**src/rtl/stream_demux_pkg.sv**
```systemverilog
// stream_demux_pkg: shared types and sizes for the packet-aware 1-to-4 stream demultiplexer
package stream_demux_pkg;
    localparam int NLANE = 4;
    localparam int CNT_W = 16;
    typedef logic [1:0] dest_t;
    typedef enum logic {IDLE, BUSY} state_t;
endpackage

```
**src/rtl/demux_slot.sv**
```systemverilog
// demux_slot: one-entry output register slot (valid/data/last) with load and drain
module demux_slot #(
    parameter int WIDTH = 12
) (
    input  logic             clk,
    input  logic             reset_n,
    input  logic             load,
    input  logic             drain,
    input  logic [WIDTH-1:0] in_data,
    input  logic             in_last,
    output logic             full,
    output logic [WIDTH-1:0] data,
    output logic             last
);
    // a load wins over a drain in the same cycle so back-to-back beats keep full set
    always_ff @(posedge clk or negedge reset_n) begin
        if (!reset_n) begin
            full <= 1'b0;
            data <= '0;
            last <= 1'b0;
        end else if (load) begin
            full <= 1'b1;
            data <= in_data;
            last <= in_last;
        end else if (drain && full) begin
            full <= 1'b0;
        end
    end
endmodule

```
**src/rtl/stream_demux4.sv**
```systemverilog
// stream_demux4: steers whole packets from one stream to four lanes; STREAM_DEMUX_CNT_EN adds per-lane packet counters
module stream_demux4
    import stream_demux_pkg::*;
#(
    parameter int WIDTH = 12
) (
    input  logic                          clk,
    input  logic                          reset_n,
`ifdef STREAM_DEMUX_CNT_EN
    input  logic                          cnt_clr,
    output logic [NLANE-1:0][CNT_W-1:0]   pkt_cnt,
`endif
    input  logic                          in_valid,
    output logic                          in_ready,
    input  logic [WIDTH-1:0]              in_data,
    input  dest_t                         in_dest,
    input  logic                          in_last,
    output logic [NLANE-1:0]              out_valid,
    input  logic [NLANE-1:0]              out_ready,
    output logic [NLANE-1:0][WIDTH-1:0]   out_data,
    output logic [NLANE-1:0]              out_last
);
    state_t state, state_nxt;
    dest_t  cur_dest, cur_dest_nxt, d;
    logic   accept;

    // head beats route by in_dest, body beats by the latched destination
    always_comb begin
        d            = (state == IDLE) ? in_dest : cur_dest;
        in_ready     = !out_valid[d] || out_ready[d];
        accept       = in_valid && in_ready;
        state_nxt    = state;
        cur_dest_nxt = cur_dest;
        if (accept && state == IDLE && !in_last) begin
            state_nxt    = BUSY;
            cur_dest_nxt = in_dest;
        end else if (accept && state == BUSY && in_last) begin
            state_nxt = IDLE;
        end
    end

    // packet tracking state; reset drops any partial packet
    always_ff @(posedge clk or negedge reset_n) begin
        if (!reset_n) begin
            state    <= IDLE;
            cur_dest <= '0;
        end else begin
            state    <= state_nxt;
            cur_dest <= cur_dest_nxt;
        end
    end

    for (genvar i = 0; i < NLANE; i++) begin : g_slot
        demux_slot #(.WIDTH(WIDTH)) u_slot (
            .clk     (clk),
            .reset_n (reset_n),
            .load    (accept && d == dest_t'(i)),
            .drain   (out_ready[i]),
            .in_data (in_data),
            .in_last (in_last),
            .full    (out_valid[i]),
            .data    (out_data[i]),
            .last    (out_last[i])
        );
    end

`ifdef STREAM_DEMUX_CNT_EN
    // saturating per-lane delivered-packet counters; clear drops the same-cycle increment
    always_ff @(posedge clk or negedge reset_n) begin
        if (!reset_n) begin
            pkt_cnt <= '0;
        end else begin
            for (int i = 0; i < NLANE; i++) begin
                if (cnt_clr)
                    pkt_cnt[i] <= '0;
                else if (out_valid[i] && out_ready[i] && out_last[i] && pkt_cnt[i] != '1)
                    pkt_cnt[i] <= pkt_cnt[i] + 1'b1;
            end
        end
    end
`endif
endmodule

```
**config.mk**
```make
export PLATFORM = sky130hd
export DESIGN_NAME = stream_demux4
export DESIGN_NICKNAME = d
export VERILOG_FILES = /design/src/rtl/stream_demux_pkg.sv /design/src/rtl/demux_slot.sv /design/src/rtl/stream_demux4.sv
export SDC_FILE = /design/constraint.sdc
export NUM_CORES = 1
export LEC_CHECK = 0
export CELL_PAD_IN_SITES_DETAIL_PLACEMENT = 0
export CELL_PAD_IN_SITES_GLOBAL_PLACEMENT = 2
export CORE_AREA = 2 2 67 132
export CTS_CLUSTER_DIAMETER = 80
export CTS_CLUSTER_SIZE = 24
export DETAILED_ROUTE_END_ITERATION = 10
export DIE_AREA = 0 0 69 134
export PLACE_DENSITY = 0.84
export SLEW_MARGIN = 30
export SYNTH_ARGS = -nofsm -noshare
export SYNTH_HDL_FRONTEND = slang
export SYNTH_SLANG_ARGS = --single-unit
```
**constraint.sdc**
```tcl
create_clock -name clk -period 2.1 [get_ports clk]
set_clock_uncertainty 0.1 [all_clocks]
set_input_delay 0.21 -clock clk [delete_from_list [all_inputs] [get_ports clk]]
set_output_delay 0.21 -clock clk [all_outputs]
set_load 0.05 [all_outputs]
```
---- Word level (Yosys, flattened, before mapping) ----
Index checks and enable logic that the tools add are counted.
cells by class
  add/sub/neg operators ................... 0
  multipliers ............................. 0
  div/mod/pow operators ................... 0
  order comparisons ....................... 1
  equal/unequal tests ..................... 3
  shifts and indexed selects .............. 0
  muxes and demuxes ....................... 15
  bitwise logic cells ..................... 1
  reduce and logical (&&, ||, !) cells .... 22
operators with widths
  operator            number
  $logic_and 1x1->1   13
  $mux 1              12
  $reduce_bool 2->1   5
  $bmux 1 s2          2
  $eq 2x2->1 const B  2
  $lt 2x3->1 const B  1
  $eq 2x1->1 const B  1
  $logic_not 1->1     2
  $logic_not 2->1     1
  $mux 2              1
  $logic_or 1x1->1    1
  $not 1->1           1
word-level totals
  register bits ........................... 59
  bits in latches ......................... 0
  RAM bits ................................ 0
  ROM bits ................................ 0
  input port bits ......................... 22
  output and inout port bits .............. 57
  word-level logic and storage cells ...... 56
  memories ................................ 0

---- Logic depth before layout (Yosys ltp) ----
Gate-level depths: netlist of the first run.
  depth after elaboration ................. 10
  mapped depth ............................ 6
  mapped depth without buffers ............ 4

---- Cells and area by module ----
From an unflattened synthesis of the first run, not the netlist that was laid out.
second synthesis, totals
  cell total of the unflattened synthesis .. 146
  area total of the unflattened synthesis .. 2334.7 um^2
by module, submodules not included
  module         instances  cells an instance  area each (um^2)
  demux_slot     4          30                 520.5
  stream_demux4  1          26                 252.7

---- Least setup slack after synthesis of the first run ----
Ideal clock, no wire load.
  kind .................................... reg2out
  from .................................... register state
  to ...................................... output port in_ready
  data arrival time ....................... 1.806 ns
  path slack .............................. -0.016 ns
  stages on the path, launching flop included .. 4
  cell sequence ........................... dfrtp_1 -> mux2i_1 -> mux2i_1 -> mux2i_1
on the way
  longest elaborated chain between the ends .. 5
  elaborated cells between the ends (all ways) .. 7
  classes of those cells .................. mux (5); reduce/logical (2)
ends and longest elaborated chain
  item                          RTL line             source
  start, declared               stream_demux4.sv:23  state_t state, state_nxt;
  start signal, assigned        stream_demux4.sv:48  state <= state_nxt;
  $mux 2 *                      stream_demux4.sv:29  d = (state == IDLE) ? in_dest : cur_dest;
  $bmux 1 s2                    stream_demux4.sv:30  in_ready = !out_valid[d] || out_ready[d];
  $mux 1 (not written as such)  stream_demux4.sv:30
  $logic_not 1->1               stream_demux4.sv:30
  $logic_or 1x1->1 *            stream_demux4.sv:30
  end, declared                 stream_demux4.sv:14  output logic in_ready,
Every way passes the cells marked *; elsewhere a longest branch is shown, timed or not. The select of a mux whose other input is x is not followed.

---- Worst setup path in the final report of the first run ----
Same ends and word-level chain as after synthesis.

==> results.yml, run 1 <==
synthesis:
  synth_fp_nets: 177
  synth_seq_area_share: 0.610
  synthCells: 155
  synth_seq_cells: 59
  ys_async_sr_fraction: 1.00
  synth.most_common_cell: "dfrtp_1"
  syn_area_sq_mm: 0.00242
  avgSynthCellArea_sq_um: 15.6
  synth-edff-count: 0
  synth_top_flop_cell: "dfrtp_1"
  ys_types: 21
  synthTopCellsByCount: "dfrtp_1 (59), mux2_2 (45), mux2_4 (9)"
  synth_top_area_frac: 0.610
  yosysTopAreaCell: "dfrtp_1"
  synth_warnings: 0
  ys_top_cells_by_area: "dfrtp_1 (61%), mux2_2 (21%), mux2_4 (5.6%)"
placement:
  numPortBuffers: 78
  dpl.hpwl_microns: 4360
  gp_congestion: 0.722
  pre_cts_slack_ns: 0.00690
  placed_cells: 330
global_route:
  grt_max_degree: 32
  track_usage: 0.138
  grt_pass1_wl_microns: 9490
  antenna_found_initial: 0
  grt_overflow: 0
  grt_pass1_vias: 1722
detailed_routing:
  wl_per_cell_microns: 17.2
  drtIter0Drc: 32
  vias_per_cell: 4.59
  drc: 0
  drt_wl_total_microns: 5970
  drt-pass1-iter-count: 4
  ant_nets: 0
  vias: 1596
die:
  die_w_microns: 69
  io-pin-count: 79
  start_util: 0.294
  core_sq_mm: 0.00823
  chipHeight_microns: 134
  dieArea_sq_mm: 0.00925
  fp-row-count: 47
final_layout:
  fin_cells: 348
  nFillCells: 764
  drive_above_1_share: 0.360
  antennaDiodeCount: 0
  synthToLayoutAreaGrowth_pct: 53.7
  final_util: 0.452
  ff_latch_area_sq_mm: 0.00148
  fin_nets: 267
  multi_input_area_sq_um: 890
clocking:
  cts_tree: "built"
  path_clk_slew_ns: 0.05
  root_buffer: "clkbuf_16"
  htree_levels: 3
  cts-buffers-inserted: 9
  clock_latency_ns: 0.32
  clockBufferDepth: 2
  cts_sinks: 59
timing:
  tns_ns: 0
  setup_viol: 0
  worstMarginPinSlew_ns: 0.676
  rsz0062_at_grt: "no"
  report.final.hold_viol_count: 0
  period_share: 0.973
  drv_slew: 0
  period_minus_slack_ns: 2.04
  setup_slack_ns: 0.0568
  fmax_mhz: 489
  slew_headroom: 0.550
hold_path:
  hp-class: "in2async"
run:
  cap_viol_max_count: 0
critical_path:
  cp-end-kind: "output port"
  r2r_slack_ns: 0.11
  crit_family: "multiplexers"
  cpMaxStageDelayCell: "dfrtp_2"
  worstPathArrival_ns: 1.73
  crit_chain: "mux2i_4 > buf_4 > mux2i_4 > mux2i_2 > buf_12"
  critPathKind: "reg2out"
  path_buf_inv: 2
  path_max_fanout: 4
  cp-start-kind: "register"
  cpMostUsedCell: "mux2i_4"
  cp_slowest_stage_delay_ns: 0.42
  critPathRequiredTime_ns: 1.79
outcome:
  status: "finished clean"
## per-stage QoR
step	hold slack [ns]	instance area, sq um
after floorplan	-0.186	2420
after global placement	0.196	3370
after detailed placement	0.189	3370
after CTS	0.387	3690
after global routing	0.416	3720
final	0.371	3720
## kinds of logic (layout without fill, tap and decap cells)
group / Yosys count / after routing / synth area share
multiplexers: 61 / 61 / 0.296
AO/OA/AOI/OAI: 4 / 4 / 0.0109
flip-flops: 59 / 59 / 0.610
buffers and inverters: 14 / 109 / 0.0388
AND/OR/NAND/NOR: 17 / 17 / 0.0440
## repair_timing
| item | CTS | global route |
|---|---|---|
| hold endpoints to repair | 28 | 0 |
| hold buffers | 1 | 0 |
| cloned | 0 | 0 |
| endpoints found under the setup margin | 1 | 1 |
| buffers inserted | 0 | 1 |
| gates resized for setup | 5 | 2 |
## sequential cells by signal, indices dropped and copies added, names as in the netlist
register / count
cur_dest: 2
g_slot.u_slot.data: 48
g_slot.u_slot.full: 4
g_slot.u_slot.last: 4
state: 1
## area by class of cell
class,count,area share
clock buffer,15,0.0774
clock inverter,1,0.00135
inverter,1,0.00101
multi-input combinational,82,0.239
sequential,59,0.398
tap,98,0.0330
timing repair buffer,92,0.250
## cells in the final DEF (no fill, tap or decap), drive strengths merged, types with 2 or more instances in the layout
cell type      Yosys  layout
buf               12      15
clkbuf             1      15
clkdlybuf4s50      0      76
dfrtp             59      59
mux2              54      54
mux2i              7       7
nand2              5       5
nand2b             5       5
nand4b             2       2
o22ai              2       2
## per-layer routing
metal | vias up | GRT usage | routed length [microns]
met4 | 0 | 0.0763 | 196
met5 | - | 0 | 0
met1 | 814 | 0.140 | 2100
met3 | 12 | 0.0376 | 234
met2 | 48 | 0.249 | 3440
li1 | 722 | - | -
## path summary, 6_finish.rpt
kind,from,to,depth (start not counted)
worst max-delay path,state,in_ready,5
worst min-delay path,reset_n,g_slot[3].u_slot.full,2
worst max register to register,state,cur_dest[1],4
worst min register to register,g_slot[2].u_slot.data[8],g_slot[2].u_slot.data[8],1
max in group asynchronous,reset_n,g_slot[1].u_slot.data[9],3
min in group clk,g_slot[2].u_slot.data[8],g_slot[2].u_slot.data[8],1
Power of run 1 is not shown: default switching activity piles up to over one toggle a cycle in this logic, so the estimate is an artifact.
==> inputs of run 2 (changes only) <==
Settings changed: CORE_AREA 2 2 67 132 to 5 5 70 135, DIE_AREA 0 0 69 134 to 0 0 75 140.
==> run 2 against run 1 <==
Routed wire length rose by 3.8%; flip-flop and latch count unchanged; die area grew 14%; cell area fell by 0.30%; first-iteration DRC count is 13% higher; largest cell class unchanged; global-route usage is 1.1 points lower; worst hold slack worse by 0.035 ns.
==> results.yml, run 2 (synthesis results as in run 1) <==
detailed_routing:
  vias: 1606
  routed-wl-met2_microns: 3410
  ant_nets: 0
  met1Wirelength_microns: 2310
  wl_per_cell_microns: 17.8
  drt-pass1-iter-count: 4
  wl_met3_microns: 303
  drc: 0
  vias_per_cell: 4.61
  highest_layer: "met4"
  drtIter0Drc: 36
  drt_wl_total_microns: 6200
critical_path:
  path_max_fanout: 14
  reg2reg_from: "state"
  cpMaxStageDelayCell: "dfrtp_2"
  worstPathArrival_ns: 2.12
  crit_family: "simple AND/OR/NAND/NOR gates"
  cp-end-kind: "register"
  cp_slowest_stage_delay_ns: 0.43
  cp-startpoint: "state"
  crit_chain: "buf_4 > mux2i_4 > nand2b_1 > or3b_1 > buf_12 > mux2_4"
  cp-start-kind: "register"
  critPathRequiredTime_ns: 2.20
  path_buf_inv: 2
  critPathKind: "reg2reg"
final_layout:
  reg.largest.list: "g_slot.u_slot.data (48), g_slot.u_slot.full (4), g_slot.u_slot.last (4)"
  final_cell_mix: "clkdlybuf4s50_1 (76), dfrtp_1 (58), mux2_2 (45), buf_4 (10)"
  synthToLayoutAreaGrowth_pct: 53.2
  fin_nets: 268
  regMostFlops: "g_slot.u_slot.data"
  layout_commonest_cell: "clkdlybuf4s50_1"
  nFillCells: 744
  antennaDiodeCount: 0
  largest_register_ffs: 48
  drive_above_1_share: 0.360
timing:
  slew_headroom: 0.622
  report.final.hold_viol_count: 0
  period_share: 0.963
  worstMarginPinSlew_ns: 0.566
  setup_slack_ns: 0.0773
  period_minus_slack_ns: 2.02
  setup_viol: 0
  fmax_mhz: 494
  drv_slew: 0
  rsz0062_at_grt: "no"
clocking:
  htree_levels: 3
  clock_latency_ns: 0.32
  cts-buffers-inserted: 9
  cts_tree: "built"
  path_clk_slew_ns: 0.05
  cts_sinks: 59
  root_buffer: "clkbuf_16"
  clockBufferDepth: 2
global_route:
  grt_pass1_wl_microns: 9700
  grt_pass1_vias: 1770
  grt_overflow: 0
  track_usage: 0.127
  grt_max_degree: 33
  antenna_found_initial: 0
placement:
  pre_cts_slack_ns: -0.0465
  dpl.hpwl_microns: 4490
  gp_congestion: 0.802
  numPortBuffers: 78
die:
  chipHeight_microns: 140
  fp-row-count: 47
  die_w_microns: 75
  io-pin-count: 79
  start_util: 0.292
  dieArea_sq_mm: 0.0105
  core_sq_mm: 0.00829
outcome:
  status: "finished clean"
hold_path:
  hp-class: "in2async"
run:
  cap_viol_max_count: 0
[run 2: cell type report]
class                   instances  area, sq um  share of cell area
clock buffers                  12          246              0.0665
clock inverters                 3         15.0             0.00405
inverters                       1         3.75             0.00101
multi-input cells              82          898               0.242
flip-flops and latches         59         1480               0.399
well taps                      98          123              0.0331
repair buffers                 93          942               0.254
[run 2: per-layer routing]
metal / vias up / global-route usage
met2: 51 / 0.216
met3: 10 / 0.0316
li1: 728 / -
met1: 817 / 0.138
met5: - / 0
met4: 0 / 0.0666
[run 2: path summary, 6_finish.rpt]
kind / to / slack (ns) / cells after the start
max: g_slot[3].u_slot.data[9] / 0.08 / 6
min: g_slot[0].u_slot.data[7] / 0.34 / 3
max reg2reg: g_slot[3].u_slot.data[9] / 0.08 / 6
min reg2reg: g_slot[3].u_slot.data[11] / 0.40 / 1
max in group asynchronous: state / 1.20 / 3
min in group clk: g_slot[3].u_slot.data[11] / 0.40 / 1
[run 2: repair_timing]
item / 4_1_cts / 5_1_grt
setup buffers: 2 / 0
endpoints found under the hold margin: 59 / 0
hold buffers: 1 / 0
endpoints found under the setup margin: 1 / 2
gates resized for setup: 6 / 3
[run 2: tightest hold or removal path, cell delays in order]
cell and delay [ns]:
dlygate4sd3_1 0.52, buf_2 0.11, buf_4 0.32
[run 2: metrics by stage]
step	std cells	util	cell area (sq um)	hold slack (ns)	setup TNS [ns]
after floorplan	155	-	2420	-0.186	0
after global routing	348	0.447	3710	0.381	0
after global placement	330	0.406	3370	0.147	-0.0799
final	348	0.447	3710	0.336	0
after detailed placement	330	0.406	3370	0.152	-0.0465
after CTS	348	0.444	3680	0.346	0
Power of run 2 is left out for the same reason.
